===== src/rtl/mseq_pkg.sv =====
// rtl/mseq_pkg.sv - shared constants and state encoding for the m-sequence sync controller
package mseq_pkg;

  localparam int SEQ_LEN    = 31;
  localparam int CORR_W     = 8;
  localparam int PEAK_MAX   = 62;
  localparam int PEAK_THR   = 56;
  localparam int LOCK_CNT   = 3;
  localparam int UNLOCK_CNT = 2;
  localparam int SEARCH_TO  = 124;
  localparam int PHASE_W    = $clog2(SEQ_LEN);

  typedef enum logic [1:0] {
    ST_SEARCH = 2'd0,
    ST_VERIFY = 2'd1,
    ST_LOCKED = 2'd2
  } sync_state_e;

endpackage


===== src/rtl/mseq_phase_cnt.sv =====
// rtl/mseq_phase_cnt.sv - modulo-SEQ_LEN chip phase counter with registered wrap flag
module mseq_phase_cnt #(
  parameter int SEQ_LEN = 31
) (
  input  logic                       clk,
  input  logic                       rst_n,
  input  logic                       load_zero,
  input  logic                       en,
  output logic [$clog2(SEQ_LEN)-1:0] phase,
  output logic                       wrap
);

  localparam int W = $clog2(SEQ_LEN);
  localparam logic [W-1:0] LAST = W'(SEQ_LEN - 1);

  logic [W-1:0] phase_nxt;

  always_comb begin
    phase_nxt = phase;
    if (load_zero) begin
      phase_nxt = '0;
    end else if (en) begin
      phase_nxt = wrap ? '0 : phase + 1'b1;
    end
  end

  // wrap mirrors (phase == LAST) but comes straight from a flop
  always_ff @(posedge clk) begin
    if (!rst_n) begin
      phase <= '0;
      wrap  <= 1'b0;
    end else begin
      phase <= phase_nxt;
      wrap  <= (phase_nxt == LAST);
    end
  end

endmodule


===== src/rtl/mseq_sync_ctrl.sv =====
// rtl/mseq_sync_ctrl.sv - frame acquisition / lock tracking behind the m-sequence correlator
module mseq_sync_ctrl #(
  parameter int SEQ_LEN    = 31,
  parameter int CORR_W     = 8,
  parameter int PEAK_THR   = 56,
  parameter int LOCK_CNT   = 3,
  parameter int UNLOCK_CNT = 2,
  parameter int SEARCH_TO  = 124
) (
  input  logic                       clk,
  input  logic                       rst_n,
  input  logic                       sample_en,
  input  logic [CORR_W-1:0]          corr_data,
  output logic                       locked,
  output logic                       frame_strobe,
  output logic [$clog2(SEQ_LEN)-1:0] phase,
  output logic                       corr_clr,
  output logic [1:0]                 state
);

  import mseq_pkg::*;

  localparam int HIT_W  = $clog2(LOCK_CNT + 1);
  localparam int MISS_W = $clog2(UNLOCK_CNT + 1);
  localparam int TMR_W  = $clog2(SEARCH_TO);
  localparam logic [TMR_W-1:0] TMR_LAST = TMR_W'(SEARCH_TO - 1);

  sync_state_e       st, st_nx;
  logic [HIT_W-1:0]  hit_cnt, hit_nx, hit_inc;
  logic [MISS_W-1:0] miss_cnt, miss_nx, miss_inc;
  logic [TMR_W-1:0]  search_tmr, tmr_nx;
  logic              strobe_nx, clr_nx, ph_load, ph_en;
  logic              peak, window;

  assign peak     = (corr_data >= CORR_W'(PEAK_THR));
  assign hit_inc  = hit_cnt + 1'b1;
  assign miss_inc = miss_cnt + 1'b1;
  assign state    = st;

  mseq_phase_cnt #(.SEQ_LEN(SEQ_LEN)) u_phase (
    .clk       (clk),
    .rst_n     (rst_n),
    .load_zero (ph_load),
    .en        (ph_en),
    .phase     (phase),
    .wrap      (window)
  );

  always_ff @(posedge clk) begin
    if (!rst_n) begin
      st           <= ST_SEARCH;
      hit_cnt      <= '0;
      miss_cnt     <= '0;
      search_tmr   <= '0;
      locked       <= 1'b0;
      frame_strobe <= 1'b0;
      corr_clr     <= 1'b0;
    end else begin
      st           <= st_nx;
      hit_cnt      <= hit_nx;
      miss_cnt     <= miss_nx;
      search_tmr   <= tmr_nx;
      locked       <= (st_nx == ST_LOCKED);
      frame_strobe <= strobe_nx;
      corr_clr     <= clr_nx;
    end
  end

  always_comb begin
    st_nx   = st;
    hit_nx  = hit_cnt;
    miss_nx = miss_cnt;
    tmr_nx  = search_tmr;
    if (sample_en) begin
      case (st)
        ST_SEARCH: begin
          if (peak) begin
            st_nx   = (LOCK_CNT == 1) ? ST_LOCKED : ST_VERIFY;
            hit_nx  = HIT_W'(1);
            miss_nx = '0;
            tmr_nx  = '0;
          end else begin
            tmr_nx = (search_tmr == TMR_LAST) ? '0 : search_tmr + 1'b1;
          end
        end
        ST_VERIFY: begin
          if (window) begin
            if (peak) begin
              hit_nx = hit_inc;
              if (hit_inc == HIT_W'(LOCK_CNT)) begin
                st_nx   = ST_LOCKED;
                miss_nx = '0;
              end
            end else begin
              st_nx  = ST_SEARCH;
              hit_nx = '0;
              tmr_nx = '0;
            end
          end
        end
        ST_LOCKED: begin
          if (window) begin
            if (peak) begin
              miss_nx = '0;
            end else if (miss_inc == MISS_W'(UNLOCK_CNT)) begin
              st_nx   = ST_SEARCH;
              hit_nx  = '0;
              miss_nx = '0;
              tmr_nx  = '0;
            end else begin
              miss_nx = miss_inc;
            end
          end
        end
        default: st_nx = ST_SEARCH;
      endcase
    end
  end

  // phase only runs once a reference peak has been seen
  always_comb begin
    strobe_nx = 1'b0;
    clr_nx    = 1'b0;
    ph_load   = 1'b0;
    ph_en     = 1'b0;
    if (sample_en) begin
      case (st)
        ST_SEARCH: begin
          if (peak) begin
            ph_load   = 1'b1;
            strobe_nx = (LOCK_CNT == 1);
          end else begin
            clr_nx = (search_tmr == TMR_LAST);
          end
        end
        ST_VERIFY: begin
          ph_en = 1'b1;
          if (window) begin
            if (peak) strobe_nx = (hit_inc == HIT_W'(LOCK_CNT));
            else      clr_nx    = 1'b1;
          end
        end
        ST_LOCKED: begin
          ph_en = 1'b1;
          if (window) begin
            if (peak) strobe_nx = 1'b1;
            else      clr_nx    = (miss_inc == MISS_W'(UNLOCK_CNT));
          end
        end
        default: ;
      endcase
    end
  end

endmodule


===== config.mk =====
export PLATFORM = sky130hd
export DESIGN_NAME = mseq_sync_ctrl
export DESIGN_NICKNAME = d
export VERILOG_FILES = /design/src/rtl/mseq_pkg.sv /design/src/rtl/mseq_phase_cnt.sv /design/src/rtl/mseq_sync_ctrl.sv
export SDC_FILE = /design/constraint.sdc
export NUM_CORES = 1
export LEC_CHECK = 0
export CORE_MARGIN = 5
export CORE_UTILIZATION = 42
export DETAILED_ROUTE_END_ITERATION = 16
export PLACE_DENSITY = 0.75
export SETUP_SLACK_MARGIN = 0.15
export SLEW_MARGIN = 20
export SYNTH_ARGS = -nofsm -noshare
export SYNTH_HDL_FRONTEND = slang
export SYNTH_SLANG_ARGS = --single-unit

===== constraint.sdc =====
create_clock -name clk -period 2 [get_ports clk]
set_input_delay 0.4 -clock clk [delete_from_list [all_inputs] [get_ports clk]]
set_output_delay 0.4 -clock clk [all_outputs]
set_load 0.005 [all_outputs]

### Word level (Yosys, flattened, before mapping)

Index checks and enable logic that the tools add are counted.

* logic and storage cells: 86
* input bits: 11
* register bits after elaboration: 22

* reduce and logical (&&, ||, !) cells: 7
* $lt $le $gt $ge: 1
* equality and inequality tests: 15
* add/sub/neg operators: 4
* mux-type cells: 50

Operators by type and width (number)
* 7-bit two-way mux: 7
* 2-bit two-way mux: 21
* 7-bit case mux with 3 select lines: 1
* 7-bit AND reduction: 3
* 2-bit case mux with 3 select lines: 3
* 5-bit two-way mux: 3
* 1-bit two-way mux: 13
* 2-bit inequality test (second input constant): 6
* 2-bit equality test (second input constant): 4
* 8-bit by 6-bit >= comparator with 1-bit output (second input constant): 1
* 7-bit by 1-bit adder with 7-bit output (second input constant): 1
* 7-bit equality test (second input constant): 1
* 5-bit by 1-bit adder with 5-bit output (second input constant): 1
* 5-bit equality test (second input constant): 1
* 2-bit by 1-bit adder with 2-bit output (second input constant): 2
* 2-bit by 1-bit inequality test with 1-bit output (second input constant): 2
* 1-bit case mux with 3 select lines: 1
* 3-bit nonzero test: 1
* 2-bit by 1-bit equality test with 1-bit output (second input constant): 1
* 2-bit logical NOT: 1
* 1-bit case mux with 2 select lines: 1
* 2-bit AND reduction: 1
* 2-bit OR reduction: 1

### Logic depth before layout (Yosys ltp)

Gate-level depths: netlist of run 1.

* depth after elaboration: 8
* gate-level depth with buffers: 7
* gate-level depth less buffers: 6

### Cells and area by module

Synthesis of run 1 repeated with hierarchy kept, for this count alone.

* cells, all modules: 153
* area total of the unflattened synthesis: 1330.0 um2

Modules (own cells, without submodules)
* mseq_sync_ctrl: seq. area each 320.3 um2, cells an instance 124, area an instance 1038.5 um2, instances 1
* mseq_phase_cnt: seq. area each 120.1 um2, cells an instance 29, area an instance 291.5 um2, instances 1

### Worst setup path before layout of run 1

Ideal clock, no wire load.

* path kind: register to register
* start point: register st[1], in the netlist state[1]
* end point: register u_phase.wrap
* buffers on the path: 1
* arrival time: 1.699 ns
* cell stages (with the launch flop): 8
* path slack: 0.209 ns
* path through: dfxtp_1 inv_1 ha_1 and2_1 clkbuf_1 nand4_1 xor2_1 nor4_1

* word-level cells in the longest chain between the ends: 7
* elaborated cells between the ends (all ways): 11

Ends and longest elaborated chain
* start: declaration: RTL line mseq_sync_ctrl.sv:28 `sync_state_e st, st_nx;`
* start signal: assignment: RTL line mseq_sync_ctrl.sv:59 `st <= st_nx;`
* 2-bit equality test or 2-bit by 1-bit equality test with 1-bit output (tied branches): RTL line mseq_sync_ctrl.sv:127 `case (st)`
* 2-bit OR reduction (no line)
* 1-bit two-way mux: RTL line mseq_sync_ctrl.sv:127
* 1-bit two-way mux: RTL line mseq_sync_ctrl.sv:126 `if (sample_en) begin`
* 5-bit two-way mux: RTL line mseq_phase_cnt.sv:22 `end else if (en) begin`
* 5-bit two-way mux (*): RTL line mseq_phase_cnt.sv:20 `if (load_zero) begin`
* 5-bit equality test (*): RTL line mseq_phase_cnt.sv:34 `wrap <= (phase_nxt == LAST);`
* end signal: assignment: RTL line mseq_phase_cnt.sv:34
* end: declaration: RTL line mseq_phase_cnt.sv:10 `output logic wrap`

Mark *: on every way between the ends. The rest lies on a longest branch, timed or not.
A chain may end at the register's enable or synchronous reset.

### Worst setup path in the final report of run 1

* start point: input port sample_en
* end point: register search_tmr[5]

* word-level cells in the longest chain between the ends: 1

Ends and longest elaborated chain
* start: declaration: RTL line mseq_sync_ctrl.sv:12 `input logic sample_en,`
* 7-bit AND reduction (no line)
* end signal: assignment: RTL line mseq_sync_ctrl.sv:62 `search_tmr <= tmr_nx;`
* end: declaration: RTL line mseq_sync_ctrl.sv:31 `logic [TMR_W-1:0] search_tmr, tmr_nx;`

No other way between the ends.

==> results by group, run 1 <==
Detailed routing
  – DR vias/cell: 5.76
  – Drt first pass iters: 4
  – WL per Instance: 14.1 um
  – Max Used Layer: met4
  – Drt drc: 0
  – Met2 wire len: 1640 um
  – Met3 WL: 185 um
  – DR vias: 1359
  – Post-Route WL: 3330 um
  – DRT antenna net count: 0
  – Initial DRC count: 110
  – Wl on met1: 1420 um

Clocking
  – Worst-skew pair later-pin latency: 0.30 ns
  – Clock sinks: 22
  – H-tree lvl count: 1
  – CTS tree: done
  – Clk buf depth: 2
  – Reg clk slew, reported paths: 0.12 ns
  – Clk root buf: clkbuf_4
  – TritonCTS buffer count: 3

Floorplan
  – Total die area: 4360 um^2
  – I/O pins: 21
  – Cell Rows: 20
  – Starting density of the core: 0.436
  – DIE HEIGHT: 66.0 um
  – Die W: 66.0 um
  – Placeable Area: 3030 um^2

Cells and area
  – Commonest non-fill, non-tap cell in the layout: buf_4
  – Final net count: 211
  – ANT cells: 0
  – Commonest non-fill, non-tap cells in the layout: buf_4, dfxtp_1, nand2_1, clkdlybuf4s50_1, nor2_1
  – Fill cells: 266
  – P&R area growth vs syn: 32.3%
  – Util after Layout: 0.576
  – Design Area, Final: 1740 um^2
  – Share of layout cells above drive strength 1: 0.182
  – Final std cells w/o fill: 236

Power
  – P_leak: 0.682 nW
  – PwrDens: 558 nW/um^2
  – Peak supply drop: 0.000302 V
  – Total power: 0.000974 W

Placed design
  – I/O Buffers: 17
  – Placed cell count: 231
  – Post-Place Cell Area: 1680 um^2
  – DP Wirelength: 2580 um
  – GP Congestion: 0.837

Setup path
  – Critical path class: primary input to register
  – Reg2reg setup slack: 0.25 ns
  – Crit path capture type: register
  – Reg2reg start: state[0]$_SDFF_PN0_
  – R2R depth: 6
  – Worst Path Required: 2.19 ns
  – R2r endpoint: search_tmr[5]$_SDFFE_PN0P_
  – CP arrival: 1.96 ns
  – Maximum net fanout on the critical path: 7
  – Startpoint Class: primary input

Yosys
  – Number of synthesized flops with an enable pin: 0
  – Synth Net Count: 172
  – Mapped cell area: 1320 um^2
  – Ys flop type: dfxtp_1
  – Syn_area_per_cell: 8.56 um^2
  – Seq/Total Area, Yosys: 0.334
  – Ys async rst share: 0
  – Netlist cell types: 45
  – Post-synthesis sequential element count: 22
  – Syn Inst Count: 154
  – Synth Warn #: 0

Min path
  – Hold WC Path Type: register to register
  – Hold Path End: hit_cnt[1]$_SDFFE_PN0P_
  – Worst Hold Depth: 2
  – Hold_sp: hit_cnt[1]$_SDFFE_PN0P_

Timing
  – Normalized max-slew margin: 0.748
  – Setup-failing EPs final: 0
  – Slew at the pin closest to its max-slew limit: 0.376 ns
  – Endpoints failing hold: 0
  – Crit path time final: 1.76 ns
  – Setup TNS: 0 ns
  – Fin crit share: 0.881
  – Fin Clk Skew: 0.000812 ns
  – Slew Viols, Final: 0
  – Max Fclk: 0.568 GHz
  – RSZ-0062 raised after global routing: true

Global route
  – Gr ovfl total: 0
  – Largest net degree at the start of global routing: 14
  – Number of global-route vias before repair: 1263
  – First-pass GRT wire length: 5420 um
  – GRT Total Usage: 0.158
  – Initial antenna violation count: 0

Job
  – Max_cap viols: 0

Run status
  – Outcome: finished clean
==> Yosys cell counts (4+ instances only) <==
cell | count | share of area
o21ai_0 | 4 | 0.015
nand2_1 | 15 | 0.043
ha_1 | 7 | 0.066
o32ai_1 | 4 | 0.027
dfxtp_1 | 22 | 0.33
xor2_1 | 4 | 0.027
o2111ai_1 | 6 | 0.040
nand3_1 | 5 | 0.019
inv_1 | 9 | 0.026
nor2b_1 | 4 | 0.019
nand2b_1 | 5 | 0.024
nor2_1 | 11 | 0.031
nor3_1 | 4 | 0.015
==> worst max path at each step <==
stage | to | slack, ns | cells after the start | startpoint
floorplan | u_phase.wrap$_SDFF_PN0_ | 0.21 | 7 | state[1]$_SDFF_PN0_
global placement | locked$_SDFF_PN0_ | -0.17 | 7 | corr_data[3]
detailed placement | locked$_SDFF_PN0_ | -0.22 | 7 | corr_data[3]
CTS | locked$_SDFF_PN0_ | 0.16 | 7 | corr_data[6]
global route | u_phase.wrap$_SDFF_PN0_ | 0.13 | 6 | state[1]$_SDFF_PN0_
finish | search_tmr[5]$_SDFFE_PN0P_ | 0.24 | 6 | sample_en
==> worst max-delay path: stages <==
cell and delay, ns:
clkdlybuf4s50_1 0.61, nor2b_1 0.21, buf_4 0.17, nand2_1 0.18, a22oi_1 0.28, o32ai_1 0.11
==> layer usage <==
metal	up-vias	GRT usage
met4	0	0.0685
met5	-	0
met1	630	0.184
li1	659	-
met2	56	0.283
met3	14	0.0255
==> state kept, by name, indices dropped and copies added (netlist names) <==
register and cells:
corr_clr 1, u_phase.phase 5, locked 1, u_phase.wrap 1, state 2, hit_cnt 2
search_tmr 7, frame_strobe 1, miss_cnt 2
==> cell families (layout without fill, tap and decap cells) <==
logic type,Yosys count,after routing,synth area share
compound gates,42,42,0.260
buf+inv,14,52,0.0417
simple gates,61,61,0.242
flops,22,22,0.334
mux,3,3,0.0228
fa+ha+maj,7,7,0.0664
xor+xnor,5,5,0.0332
==> stage by stage <==
step           setup slack [ns]  hold slack [ns]
2_1_floorplan             0.209            0.442
3_3_place_gp             -0.167            0.452
3_5_place_dp             -0.221            0.475
4_1_cts                   0.157            0.492
5_1_grt                   0.134            0.516
6_report                  0.238            0.486
==> final cells by class <==
cell class	instances	area, um^2	area share
timing repair buffer	39	333	0.191
sequential	22	443	0.254
multi-input combinational	118	827	0.474
clock buffer	3	22.5	0.0129
inverter	9	33.8	0.0194
clock inverter	1	30.0	0.0172
tap	44	55.1	0.0316
==> what timing repair did <==
action / in CTS / in global routing
setup endpoints to repair: 2 / 10
pin swaps: 2 / 2
setup buffers: 1 / 0
hold buffers: 0 / 0
resized for setup: 5 / 4
==> report_power, final <==
part           switching, W  internal (W)
logic             0.0000935     0.0000873
registers        0.00000731      0.000445
clock network      0.000138      0.000202
(Power assumes the default switching activity.)
==> run 2, diff against run 1 <==
--- a/config.mk
+++ b/config.mk
@@ -7,8 +7,9 @@
 export LEC_CHECK = 0
 export CORE_MARGIN = 5
 export CORE_UTILIZATION = 42
+export CTS_CLUSTER_DIAMETER = 40
 export DETAILED_ROUTE_END_ITERATION = 16
-export PLACE_DENSITY = 0.75
+export PLACE_DENSITY = 0.78
 export SETUP_SLACK_MARGIN = 0.15
 export SLEW_MARGIN = 20
 export SYNTH_ARGS = -nofsm -noshare
==> constraint.sdc (replaced) <==
create_clock -name clk -period 1.4 [get_ports clk]
set_input_delay 0.28 -clock clk [delete_from_list [all_inputs] [get_ports clk]]
set_output_delay 0.28 -clock clk [all_outputs]
set_load 0.005 [all_outputs]
==> results by group, run 2 (same netlist as run 1, synthesis figures left out) <==
Setup path
  – Critical path class: primary input to register (unchanged)
  – Reg2reg start: state[0]$_SDFF_PN0_ (unchanged)
  – R2R depth: 5 (was 6)
  – Origin of the worst setup path: corr_data[4] (was sample_en)
  – CP arrival: 1.88 ns (was 1.96 ns)
  – Crit path capture type: register (unchanged)
  – Maximum net fanout on the critical path: 6 (was 7)
  – Worst Path Required: 1.64 ns (was 2.19 ns)
  – Startpoint Class: primary input (unchanged)

Clocking
  – Hold-fix buffers, CTS: 0 (unchanged)
  – Worst-skew pair later-pin latency: 0.32 ns (was 0.30 ns)
  – Clock sinks: 22 (unchanged)
  – TritonCTS buffer count: 3 (unchanged)
  – H-tree lvl count: 1 (unchanged)
  – Clk buf depth: 2 (unchanged)
  – CTS tree: done (unchanged)
  – Clk root buf: clkbuf_4 (unchanged)
  – Reg clk slew, reported paths: 0.14 ns (was 0.12 ns)

Detailed routing
  – Drt first pass iters: 6 (was 4)
  – DR vias/cell: 6.02 (was 5.76)
  – DR vias: 1661 (was 1359)
  – DRT antenna net count: 0 (unchanged)
  – Post-Route WL: 5590 um (was 3330 um)
  – Drt drc: 0 (unchanged)
  – Initial DRC count: 216 (was 110)
  – WL per Instance: 20.3 um (was 14.1 um)

Power
  – Cell internal pwr: 0.000981 W (was 0.000735 W)
  – Peak supply drop: 0.000392 V (was 0.000302 V)
  – PwrDens: 609 nW/um^2 (was 558 nW/um^2)
  – Sequential power share: 0.446 (was 0.465)
  – P_leak: 0.965 nW (was 0.682 nW)
  – Sw Pwr: 0.000462 W (was 0.000239 W)
  – Comb pwr share: 0.331 (was 0.186)
  – Clock power frac: 0.223 (was 0.349)
  – Switching share of power: 0.320 (was 0.245)

Floorplan
  – Total die area: 4360 um^2 (unchanged)
  – DIE HEIGHT: 66.0 um (unchanged)
  – I/O pins: 21 (unchanged)
  – Cell Rows: 20 (unchanged)
  – Placeable Area: 3030 um^2 (unchanged)
  – Die W: 66.0 um (unchanged)
  – Starting density of the core: 0.436 (unchanged)

Global route
  – Number of global-route vias before repair: 1646 (was 1263)
  – GRT Total Usage: 0.236 (was 0.158)
  – Gr ovfl total: 0 (unchanged)
  – Initial antenna violation count: 0 (unchanged)
  – Largest net degree at the start of global routing: 13 (was 14)
  – First-pass GRT wire length: 7950 um (was 5420 um)

Cells and area
  – Share of layout cells above drive strength 1: 0.578 (was 0.182)
  – Fill cells: 174 (was 266)
  – Commonest non-fill, non-tap cell in the layout: buf_4 (unchanged)
  – Largest register FFs: 7 (unchanged)
  – Util after Layout: 0.782 (was 0.576)
  – Final net count: 251 (was 211)
  – P&R area growth vs syn: 79.6% (was 32.3%)
  – Biggest regs: search_tmr x7, u_phase.phase x5 (unchanged)
  – Largest Register: search_tmr (unchanged)
  – Commonest non-fill, non-tap cells in the layout: buf_4, buf_6, dfxtp_1, nand2_1, nor2_1 (was buf_4, dfxtp_1, nand2_1, clkdlybuf4s50_1, nor2_1)
  – Final std cells w/o fill: 276 (was 236)
  – ANT cells: 0 (unchanged)

Run status
  – Outcome: finished, violations left (was finished clean)
  – Failing checks: negative setup slack

Timing
  – Slew at the pin closest to its max-slew limit: 0.382 ns (was 0.376 ns)
  – Normalized max-slew margin: 0.745 (was 0.748)
  – Endpoints failing hold: 0 (unchanged)
  – Setup TNS: -3.07 ns (was 0 ns)
  – Crit path time final: 1.64 ns
  – Setup-failing EPs final: 20 (was 0)
  – Final worst slack: -0.238 ns (was 0.238 ns)
  – Max Fclk: 0.610 GHz
  – Fin Clk Skew: 0.0109 ns (was 0.000812 ns)
  – Fin crit share: 1.17
  – RSZ-0062 raised after global routing: true (unchanged)
  – Slew Viols, Final: 0 (unchanged)

Placed design
  – DP Wirelength: 3060 um (was 2580 um)
  – Placed cell count: 258 (was 231)
  – GP Congestion: 0.886 (was 0.837)
  – I/O Buffers: 17 (unchanged)

Job
  – Max_cap viols: 0 (unchanged)

Min path
  – Hold_sp: corr_data[6] (was hit_cnt[1]$_SDFFE_PN0P_)
  – Hold WC Path Type: primary input to register (was register to register)
  – Worst Hold Depth: 4 (was 2)
==> run 2: cell types whose count changed in the layout (fill, tap and decap cells not counted), sizes merged <==
cell           before  now
buf                22   67
bufinv              1    0
clkbuf              3    5
clkdlybuf4s15       0    2
clkdlybuf4s50      12    1
clkinv              0    1
dlygate4sd2         4    7
dlymetal6s2s        1    0
==> run 2: final timing paths <==
check / to / slack [ns]
max: search_tmr[1]$_SDFFE_PN0P_ / -0.24
min: frame_strobe$_SDFF_PN0_ / 0.44
max reg2reg: search_tmr[6]$_SDFFE_PN0P_ / -0.24
min reg2reg: miss_cnt[1]$_SDFFE_PN0P_ / 0.49
==> run 2: layer usage <==
layer,GRT usage,vias to the layer above,part of all wire
li1,-,736,-
met1,0.270,811,0.38
met2,0.431,94,0.52
met3,0.0272,20,0.069
met4,0.112,0,0.031
met5,0,-,0
==> run 2: layout make-up <==
cell class              instances  area, um^2  area share
multi-input cells             118        1130       0.475
inverters                       9        38.8      0.0164
clock inverters                 1        3.75     0.00158
repair buffers                 79         661       0.279
well taps                      44        55.1      0.0232
flip-flops and latches         22         462       0.195
clock buffers                   3        22.5     0.00951
==> run 2: what timing repair did <==
| action | 4_1_cts | 5_1_grt |
|---|---|---|
| setup buffers | 6 | 8 |
| endpoints found under the setup margin | 31 | 26 |
| pin swaps | 22 | 17 |
| gates resized for setup | 79 | 36 |
==> run 2: power by group through the flow <==
stage                     combinational (W)  sequential [W]  clock [W]
final                              0.000478        0.000643   0.000322
after global routing               0.000499        0.000644   0.000360
after CTS                          0.000388        0.000642   0.000320
after detailed placement           0.000336        0.000656          0
after global placement             0.000321        0.000655          0
after floorplan                    0.000160        0.000657          0
==> run 2: per-stage QoR <==
stage / setup slack [ns] / total power (W) / hold slack (ns) / area, um^2
4_1_cts: -0.163 / 0.00135 / 0.500 / 2190
5_1_grt: -0.299 / 0.00150 / 0.458 / 2370
2_1_floorplan: -0.121 / 0.000817 / 0.442 / 1390
3_5_place_dp: -0.661 / 0.000991 / 0.481 / 1950
3_3_place_gp: -0.599 / 0.000976 / 0.455 / 1950
6_report: -0.238 / 0.00144 / 0.443 / 2370
==> run 2: worst max-delay path, cell delays in order <==
cell,delay (ns)
clkdlybuf4s15_1,0.18
a311o_2,0.45
buf_6,0.15
a211oi_4,0.34
buf_6,0.17
o2111ai_2,0.11
a21oi_1,0.19
==> run 3, diff against run 2 <==
--- a/config.mk
+++ b/config.mk
@@ -5,6 +5,7 @@
 export SDC_FILE = /design/constraint.sdc
 export NUM_CORES = 1
 export LEC_CHECK = 0
+export ABC_CLOCK_PERIOD_IN_PS = 1400
 export CORE_MARGIN = 5
 export CORE_UTILIZATION = 42
 export CTS_CLUSTER_DIAMETER = 40
==> results of run 3 <==
Same layout as run 2: the final DEF is identical, and so are final timing and power.
